$ cat src/rtl/button_conditioner.sv
// button_conditioner: synchronises, debounces and edge-detects board buttons/switches and holds the LED movement mode.
module button_conditioner #(
  parameter logic [23:0] DEBOUNCE_CLKS = 24'd1_000_000
) (
  input  logic        clk,
  input  logic        rst,
  input  logic        btnC,
  input  logic        btnL,
  input  logic        btnR,
  input  logic [15:0] sw,
  output logic [15:0] sw_stable,
  output logic [2:0]  btn_stable,
  output logic [2:0]  press,
  output logic [1:0]  mode,
  output logic        mode_changed
);
  localparam int N = 19;
  logic [N-1:0] raw, s1_q, s2_q, stable_q, stable_d, acc;
  logic [23:0]  cnt_q [N];
  logic [23:0]  cnt_d [N];
  logic [2:0]   press_q, press_d;
  logic [1:0]   mode_q, mode_d;
  logic         mode_changed_q;
  // lanes [2:0] are the buttons {C,R,L}; lanes [18:3] are the switches
  assign raw = {sw, btnC, btnR, btnL};
  always_comb begin
    for (int i = 0; i < N; i++) begin
      acc[i]   = (s2_q[i] != stable_q[i]) && (cnt_q[i] == DEBOUNCE_CLKS - 24'd1);
      cnt_d[i] = (s2_q[i] == stable_q[i] || acc[i]) ? 24'd0 : cnt_q[i] + 24'd1;
    end
    stable_d = stable_q ^ acc;
    press_d  = acc[2:0] & ~stable_q[2:0];
    mode_d   = press_q[2] ? 2'b00 : press_q[1] ? 2'b10 : press_q[0] ? 2'b01 : mode_q;
  end
  always_ff @(posedge clk or posedge rst) begin
    if (rst) begin
      s1_q           <= '0;
      s2_q           <= '0;
      stable_q       <= '0;
      press_q        <= '0;
      mode_q         <= 2'b00;
      mode_changed_q <= 1'b0;
      for (int i = 0; i < N; i++) cnt_q[i] <= '0;
    end else begin
      s1_q           <= raw;
      s2_q           <= s1_q;
      stable_q       <= stable_d;
      press_q        <= press_d;
      mode_q         <= mode_d;
      mode_changed_q <= mode_d != mode_q;
      for (int i = 0; i < N; i++) cnt_q[i] <= cnt_d[i];
    end
  end
  assign sw_stable    = stable_q[18:3];
  assign btn_stable   = stable_q[2:0];
  assign press        = press_q;
  assign mode         = mode_q;
  assign mode_changed = mode_changed_q;
endmodule

$ cat config.mk
export PLATFORM = sky130hd
export DESIGN_NAME = button_conditioner
export DESIGN_NICKNAME = d
export VERILOG_FILES = /design/src/rtl/button_conditioner.sv
export SDC_FILE = /design/constraint.sdc
export NUM_CORES = 1
export LEC_CHECK = 0
export BUFFER_PORTS_ARGS = -buffer_cell sky130_fd_sc_hd__buf_2
export CAP_MARGIN = 20
export CORE_ASPECT_RATIO = 0.7
export CORE_UTILIZATION = 50
export CTS_BUF_LIST = sky130_fd_sc_hd__clkbuf_4 sky130_fd_sc_hd__clkbuf_8
export CTS_CLUSTER_DIAMETER = 50
export DETAILED_ROUTE_END_ITERATION = 6
export PLACE_DENSITY = 0.66
export SKIP_CTS_REPAIR_TIMING = 1
export SLEW_MARGIN = 25
export SYNTH_ARGS = -nofsm -noshare
export SYNTH_HDL_FRONTEND = slang
export SYNTH_SLANG_ARGS = --single-unit
$ cat constraint.sdc
create_clock -name clk -period 36.9 [get_ports clk]
set_input_delay 7.38 -clock clk [delete_from_list [all_inputs] [get_ports clk]]
set_output_delay 7.38 -clock clk [all_outputs]
set_load 0.05 [all_outputs]
==> qor.yml, run 1 <==
grt:
  grt_usage_pct: 20.38
  grt_max_degree: 165
  grt_overflow: 0
  antenna_found_initial: 1
  grt_pass1_vias: 18680
  grt_pass1_wl_um: 88890
cts:
  cts_root_buf: "clkbuf_8"
  tritoncts: "built"
  clock-sinks: 519
  clock_latency_ps: 670
  clk_pin_slew_ps: 60
  cts_buffer_depth: 3
  cts_inserted_buffers: 82
  htree_levels: 3
yosys:
  synth_fp_nets: 2621
  yosysWarnings: 0
  ys_ff_latch: 519
  synthesis.area_um2: 25200
  syn_area_per_cell_um2: 9.763
  yosysUniqueCellTypes: 47
  synthCells: 2581
  seq_area_frac_synth_pct: 51.54
die:
  dieArea_um2: 51310
  start_util_pct: 50.89
  num_io_pins: 46
  dieWidth_um: 270.3
  die_height_um: 189.8
  rows: 68
  core_area_um2: 49520
setup_path:
  end_kind: "async pin"
  cp_num_buf_inv: 5
  r2r_end: "cnt_q[161]$_DFF_PP0_"
  crit_chain: "buf_2, inv_8, buf_12, buf_6, buf_6"
  path_class: "input pin to async pin"
  cpMostUsedCell: "buf_6"
  rr_startpoint: "cnt_q[146]$_DFF_PP0_"
  worstPathRequired_ps: 37600
  path_depth: 5
  cp-start-kind: "input pin"
  cp_top_family: "buffers and inverters"
  r2r_setup_slack_ps: 34350
  critPathLaunch: "rst"
  cp_max_fo: 164
  crit_path_max_incr_delay_ps: 720
  rr_worst_depth: 4
  worstPathArrival_ps: 10270
  slowest_stage: "buf_12"
sta:
  fmax_mhz: 104.4
  clock_skew_ps: 27.01
  setup_viol: 0
  fin_crit_ps: 9576
  finalSetupTns_ps: 0
  maxSlewHeadroom_pct: 32.22
  final-hold-violation-count: 0
  tightest_slew_ps: 1006
  finalCritPeriodShare_pct: 25.95
  rsz0062_at_grt: "no"
  slew_violations: 0
placed_design:
  dpl-instance-area_um2: 26230
  io_buffers: 45
  globalplace.congestion: 0.8212
  dpl.hpwl_um: 33710
routing:
  routed_wl_um: 51560
  drc: 0
  drt_pre_antenna_iters: 5
  ant_nets: 0
  wire_per_inst_um: 15.29
  drt_iter0_markers: 1537
  vias_per_cell: 5.856
  dr_total_vias: 19750
final_layout:
  diodes: 0
  nets: 2688
  fin_area_um2: 28010
  final_common_cell: "dfrtp_1"
  fillers: 4284
  final_cell_mix: "dfrtp_1, nor2_1, a21oi_1"
  drive_gt1_share_pct: 9.749
  area_delta_synth_final_pct: 11.14
status:
  status: "completed"
power:
  powerDensity_nw_per_um2: 40.42
  vdd_drop_max_v: 0.00002969
  power.leakage_nw: 11.22
flow_run:
  maxCapViolCount: 0
hold_path:
  hold_class: "flip-flop to flip-flop"
## state kept, by name, indices dropped and copies added (netlist names), named ones only
signal        count
mode              2
s1_q             19
cnt_q           456
mode_changed      1
s2_q             19
press             3
## kinds of logic after synthesis
| group | share of synthesized area [%] |
|---|---|
| multiplexers | 0.8491 |
| XOR/XNOR | 8.620 |
| AND/OR/NAND/NOR | 26.41 |
| AO/OA/AOI/OAI | 9.191 |
| buffers and inverters | 2.453 |
| adder cells (fa/ha/maj) | 0.9434 |
| flip-flops | 51.54 |
## where the power goes
| group | internal [W] | switching, W |
|---|---|---|
| sequential | 0.000576 | 0.00000704 |
| clock | 0.000288 | 0.000226 |
| combinational | 0.00000908 | 0.0000246 |
## how the worst min path moves through the flow
stage | slack, ps | from | to | cells after the start
floorplan | 330 | s1_q[0]$_DFF_PP0_ | s2_q[0]$_DFF_PP0_ | 0
global placement | 330 | s1_q[5]$_DFF_PP0_ | s2_q[5]$_DFF_PP0_ | 0
detailed placement | 340 | s1_q[15]$_DFF_PP0_ | s2_q[15]$_DFF_PP0_ | 0
CTS | 340 | s1_q[11]$_DFF_PP0_ | s2_q[11]$_DFF_PP0_ | 0
global route | 350 | s1_q[5]$_DFF_PP0_ | s2_q[5]$_DFF_PP0_ | 0
finish | 350 | s1_q[5]$_DFF_PP0_ | s2_q[5]$_DFF_PP0_ | 0
## synthesized netlist by cell type (all sizes together)
| cell type | n | area share (%) |
|---|---|---|
| o21ai | 110 | 2.2 |
| xnor2 | 122 | 4.2 |
| o41ai | 11 | 0.50 |
| or3b | 4 | 0.14 |
| nor4 | 61 | 1.5 |
| nand3b | 4 | 0.12 |
| or4 | 103 | 3.1 |
| nand4b | 4 | 0.14 |
| ha | 19 | 0.94 |
| nand4bb | 1 | 0.045 |
| nand2b | 1 | 0.025 |
| nor3b | 1 | 0.030 |
| or2 | 8 | 0.20 |
| or4b | 6 | 0.24 |
| nand3 | 160 | 3.2 |
| nor2b | 1 | 0.025 |
| and3 | 47 | 1.2 |
| clkbuf | 80 | 1.2 |
| inv | 76 | 1.1 |
| nand4 | 145 | 3.7 |
| xor2 | 126 | 4.4 |
| mux2 | 19 | 0.85 |
| and4 | 50 | 1.7 |
| nor4b | 25 | 0.87 |
| and2 | 12 | 0.30 |
| a21oi | 192 | 3.8 |
| nand2 | 128 | 1.9 |
| a31o | 3 | 0.10 |
| dfrtp | 519 | 52 |
| nor4bb | 1 | 0.040 |
| or3 | 102 | 2.5 |
| buf | 5 | 0.12 |
| o31ai | 86 | 2.6 |
| nor3 | 47 | 0.93 |
| o22ai | 1 | 0.025 |
| nor2 | 300 | 4.5 |
| and3b | 1 | 0.035 |
## area by class of cell
class	count	area, µm²	area share [%]
well taps	665	832.0	2.971
repair buffers	68	425.4	1.519
inverters	76	292.8	1.045
flip-flops and latches	519	12990	46.37
clock inverters	12	103.9	0.3708
clock buffers	132	1642	5.861
multi-input cells	1901	11720	41.86
## through the flow
stage	total power, W	worst slack (ps)	util (%)	cells	hold WS (ps)
after floorplan	0.0006165	15020	-	2581	331.2
after global placement	0.0006270	25910	52.95	3228	332.1
after detailed placement	0.0006284	25830	52.98	3229	335.7
after CTS	0.001152	26560	56.50	3373	343.2
after global routing	0.001182	26830	56.56	3373	354.8
final	0.001132	27320	56.56	3373	348.0
## worst reg2reg max path: stages, from the launching register on
cell	delay (ps)
dfrtp_1	410
nand3_1	410
or4_1	830
or4b_2	660
a21oi_1	160
## per-layer routing
| layer | up-vias | part of all wire, % | global-route usage, % |
|---|---|---|---|
| met4 | 0 | 1.8 | 5.737 |
| met1 | 9643 | 49 | 29.80 |
| met5 | - | 0 | 0 |
| li1 | 9634 | - | - |
| met2 | 393 | 43 | 30.11 |
| met3 | 82 | 5.4 | 4.948 |
(Power assumes the default switching activity.)
==> run 2: changes to the inputs <==
Clock period 36.9 ns to 9.57 ns, I/O delays scaled along.
==> run 2 against run 1 <==
Sequential cell count unchanged. Sequential share of layout area about the same. First-iteration DRC count increased by 5.5%. Critical path depth unchanged. Core utilization is essentially flat. Via count fell by 0.34%. Final cell count is essentially flat. Total power grew to 3.8 times the previous value. Largest cell class unchanged.
==> qor.yml, run 2 (same netlist as run 1, synthesis figures left out) <==
status:
  status: "completed"
setup_path:
  path_depth: 5
  r2r_end: "cnt_q[161]$_DFF_PP0_"
  cp-start-kind: "input pin"
  r2r_setup_slack_ps: 7070
  worstPathArrival_ps: 4190
  crit_chain: "buf_2, clkinvlp_4, buf_4, buf_12, buf_16"
  rr_startpoint: "cnt_q[146]$_DFF_PP0_"
  rr_worst_depth: 4
  path_class: "input pin to async pin"
  cp_num_buf_inv: 5
  cp_top_family: "buffers and inverters"
  end_kind: "async pin"
  worstPathRequired_ps: 10290
  cp_max_fo: 136
  critPathLaunch: "rst"
  cp-endpoint: "cnt_q[56]$_DFF_PP0_"
  crit_path_max_incr_delay_ps: 630
  slowest_stage: "buf_4"
routing:
  dr_total_vias: 19680
  ant_nets: 0
  wire_per_inst_um: 15.10
  drt_pre_antenna_iters: 6
  routed_wl_um: 50930
  drt_iter0_markers: 1621
  vias_per_cell: 5.834
  drc: 0
die:
  num_io_pins: 46
  core_area_um2: 49520
  dieWidth_um: 270.3
  rows: 68
  dieArea_um2: 51310
  start_util_pct: 50.89
  die_height_um: 189.8
sta:
  rsz0062_at_grt: "no"
  fin_crit_ps: 3476
  maxSlewHeadroom_pct: 34.81
  clock_skew_ps: 31.39
  tightest_slew_ps: 977.7
  final-hold-violation-count: 0
  slew_violations: 0
  finalSetupTns_ps: 0
  setup_viol: 0
  finalCritPeriodShare_pct: 36.32
  whs_ps: 345.5
  fmax_mhz: 287.7
cts:
  cts_buffer_depth: 3
  cts_inserted_buffers: 83
  htree_levels: 3
  clk_pin_slew_ps: 60
  clock_latency_ps: 660
  clock-sinks: 519
  cts_root_buf: "clkbuf_8"
  tritoncts: "built"
final_layout:
  area_delta_synth_final_pct: 11.15
  drive_gt1_share_pct: 9.782
  reg.largest.list: "cnt_q x456, s1_q x19, s2_q x19"
  diodes: 0
  final_cell_mix: "dfrtp_1, nor2_1, a21oi_1"
  final_util_pct: 56.56
  nets: 2690
  final_common_cell: "dfrtp_1"
  regMostFlops: "cnt_q"
  largest_reg_flops: 456
hold_path:
  hold_class: "flip-flop to flip-flop"
  hold_start: "s1_q[13]$_DFF_PP0_"
placed_design:
  globalplace.congestion: 0.8348
  io_buffers: 45
  dpl.hpwl_um: 33450
power:
  total_power_w: 0.004329
  vdd_drop_max_v: 0.0001023
  powerDensity_nw_per_um2: 154.6
  power.leakage_nw: 11.23
grt:
  grt_pass1_wl_um: 88990
  grt_max_degree: 182
  busiest_layer: "met2"
  grt_pass1_vias: 18920
  gr-usage-met2_pct: 30.65
  grtUsageMet3_pct: 4.051
  use_met1_pct: 29.65
  antenna_found_initial: 0
  grt_usage_pct: 20.34
  grt_overflow: 0
flow_run:
  maxCapViolCount: 0
-- run 2: layer usage --
layer | wire length, µm | part of all wire [%]
met3 | 2304 | 4.5
met4 | 933 | 1.8
met1 | 25250 | 50
met5 | 0 | 0
met2 | 22450 | 44
-- run 2: report_power, final --
part / total, W / switching [W] / internal, W
combinational: 0.000132 / 0.0000952 / 0.0000368
sequential: 0.00225 / 0.0000274 / 0.00222
clock: 0.00195 / 0.000866 / 0.00108
-- run 2: layout make-up --
cell class	instances	area (µm²)
clock buffer	129	1588
clock inverter	15	117.6
fill	4292	21510
inverter	76	289.0
multi-input combinational	1901	11730
sequential	519	12990
tap	665	832.0
timing repair buffer	69	461.7
-- run 2: worst min path at each step --
stage / slack [ps] / to / cells after the start
6_report: 350 / s2_q[13]$_DFF_PP0_ / 0
5_1_grt: 350 / s2_q[3]$_DFF_PP0_ / 0
4_1_cts: 340 / s2_q[9]$_DFF_PP0_ / 0
3_5_place_dp: 330 / s2_q[15]$_DFF_PP0_ / 0
3_3_place_gp: 330 / s2_q[15]$_DFF_PP0_ / 0
2_1_floorplan: 330 / s2_q[0]$_DFF_PP0_ / 0
-- run 2: worst reg2reg max path: stages, from the launching register on --
cell	delay, ps
dfrtp_1	400
nand3_1	380
or4_1	830
or4b_2	660
a21oi_1	160
-- run 2: stage by stage --
stage / std cells / setup WS (ps) / cell area (µm²)
floorplan: 2581 / 605.8 / 25200
global placement: 3225 / 5216 / 26210
detailed placement: 3229 / 5183 / 26250
CTS: 3373 / 5900 / 27950
global route: 3374 / 5746 / 28010
finish: 3374 / 6094 / 28010
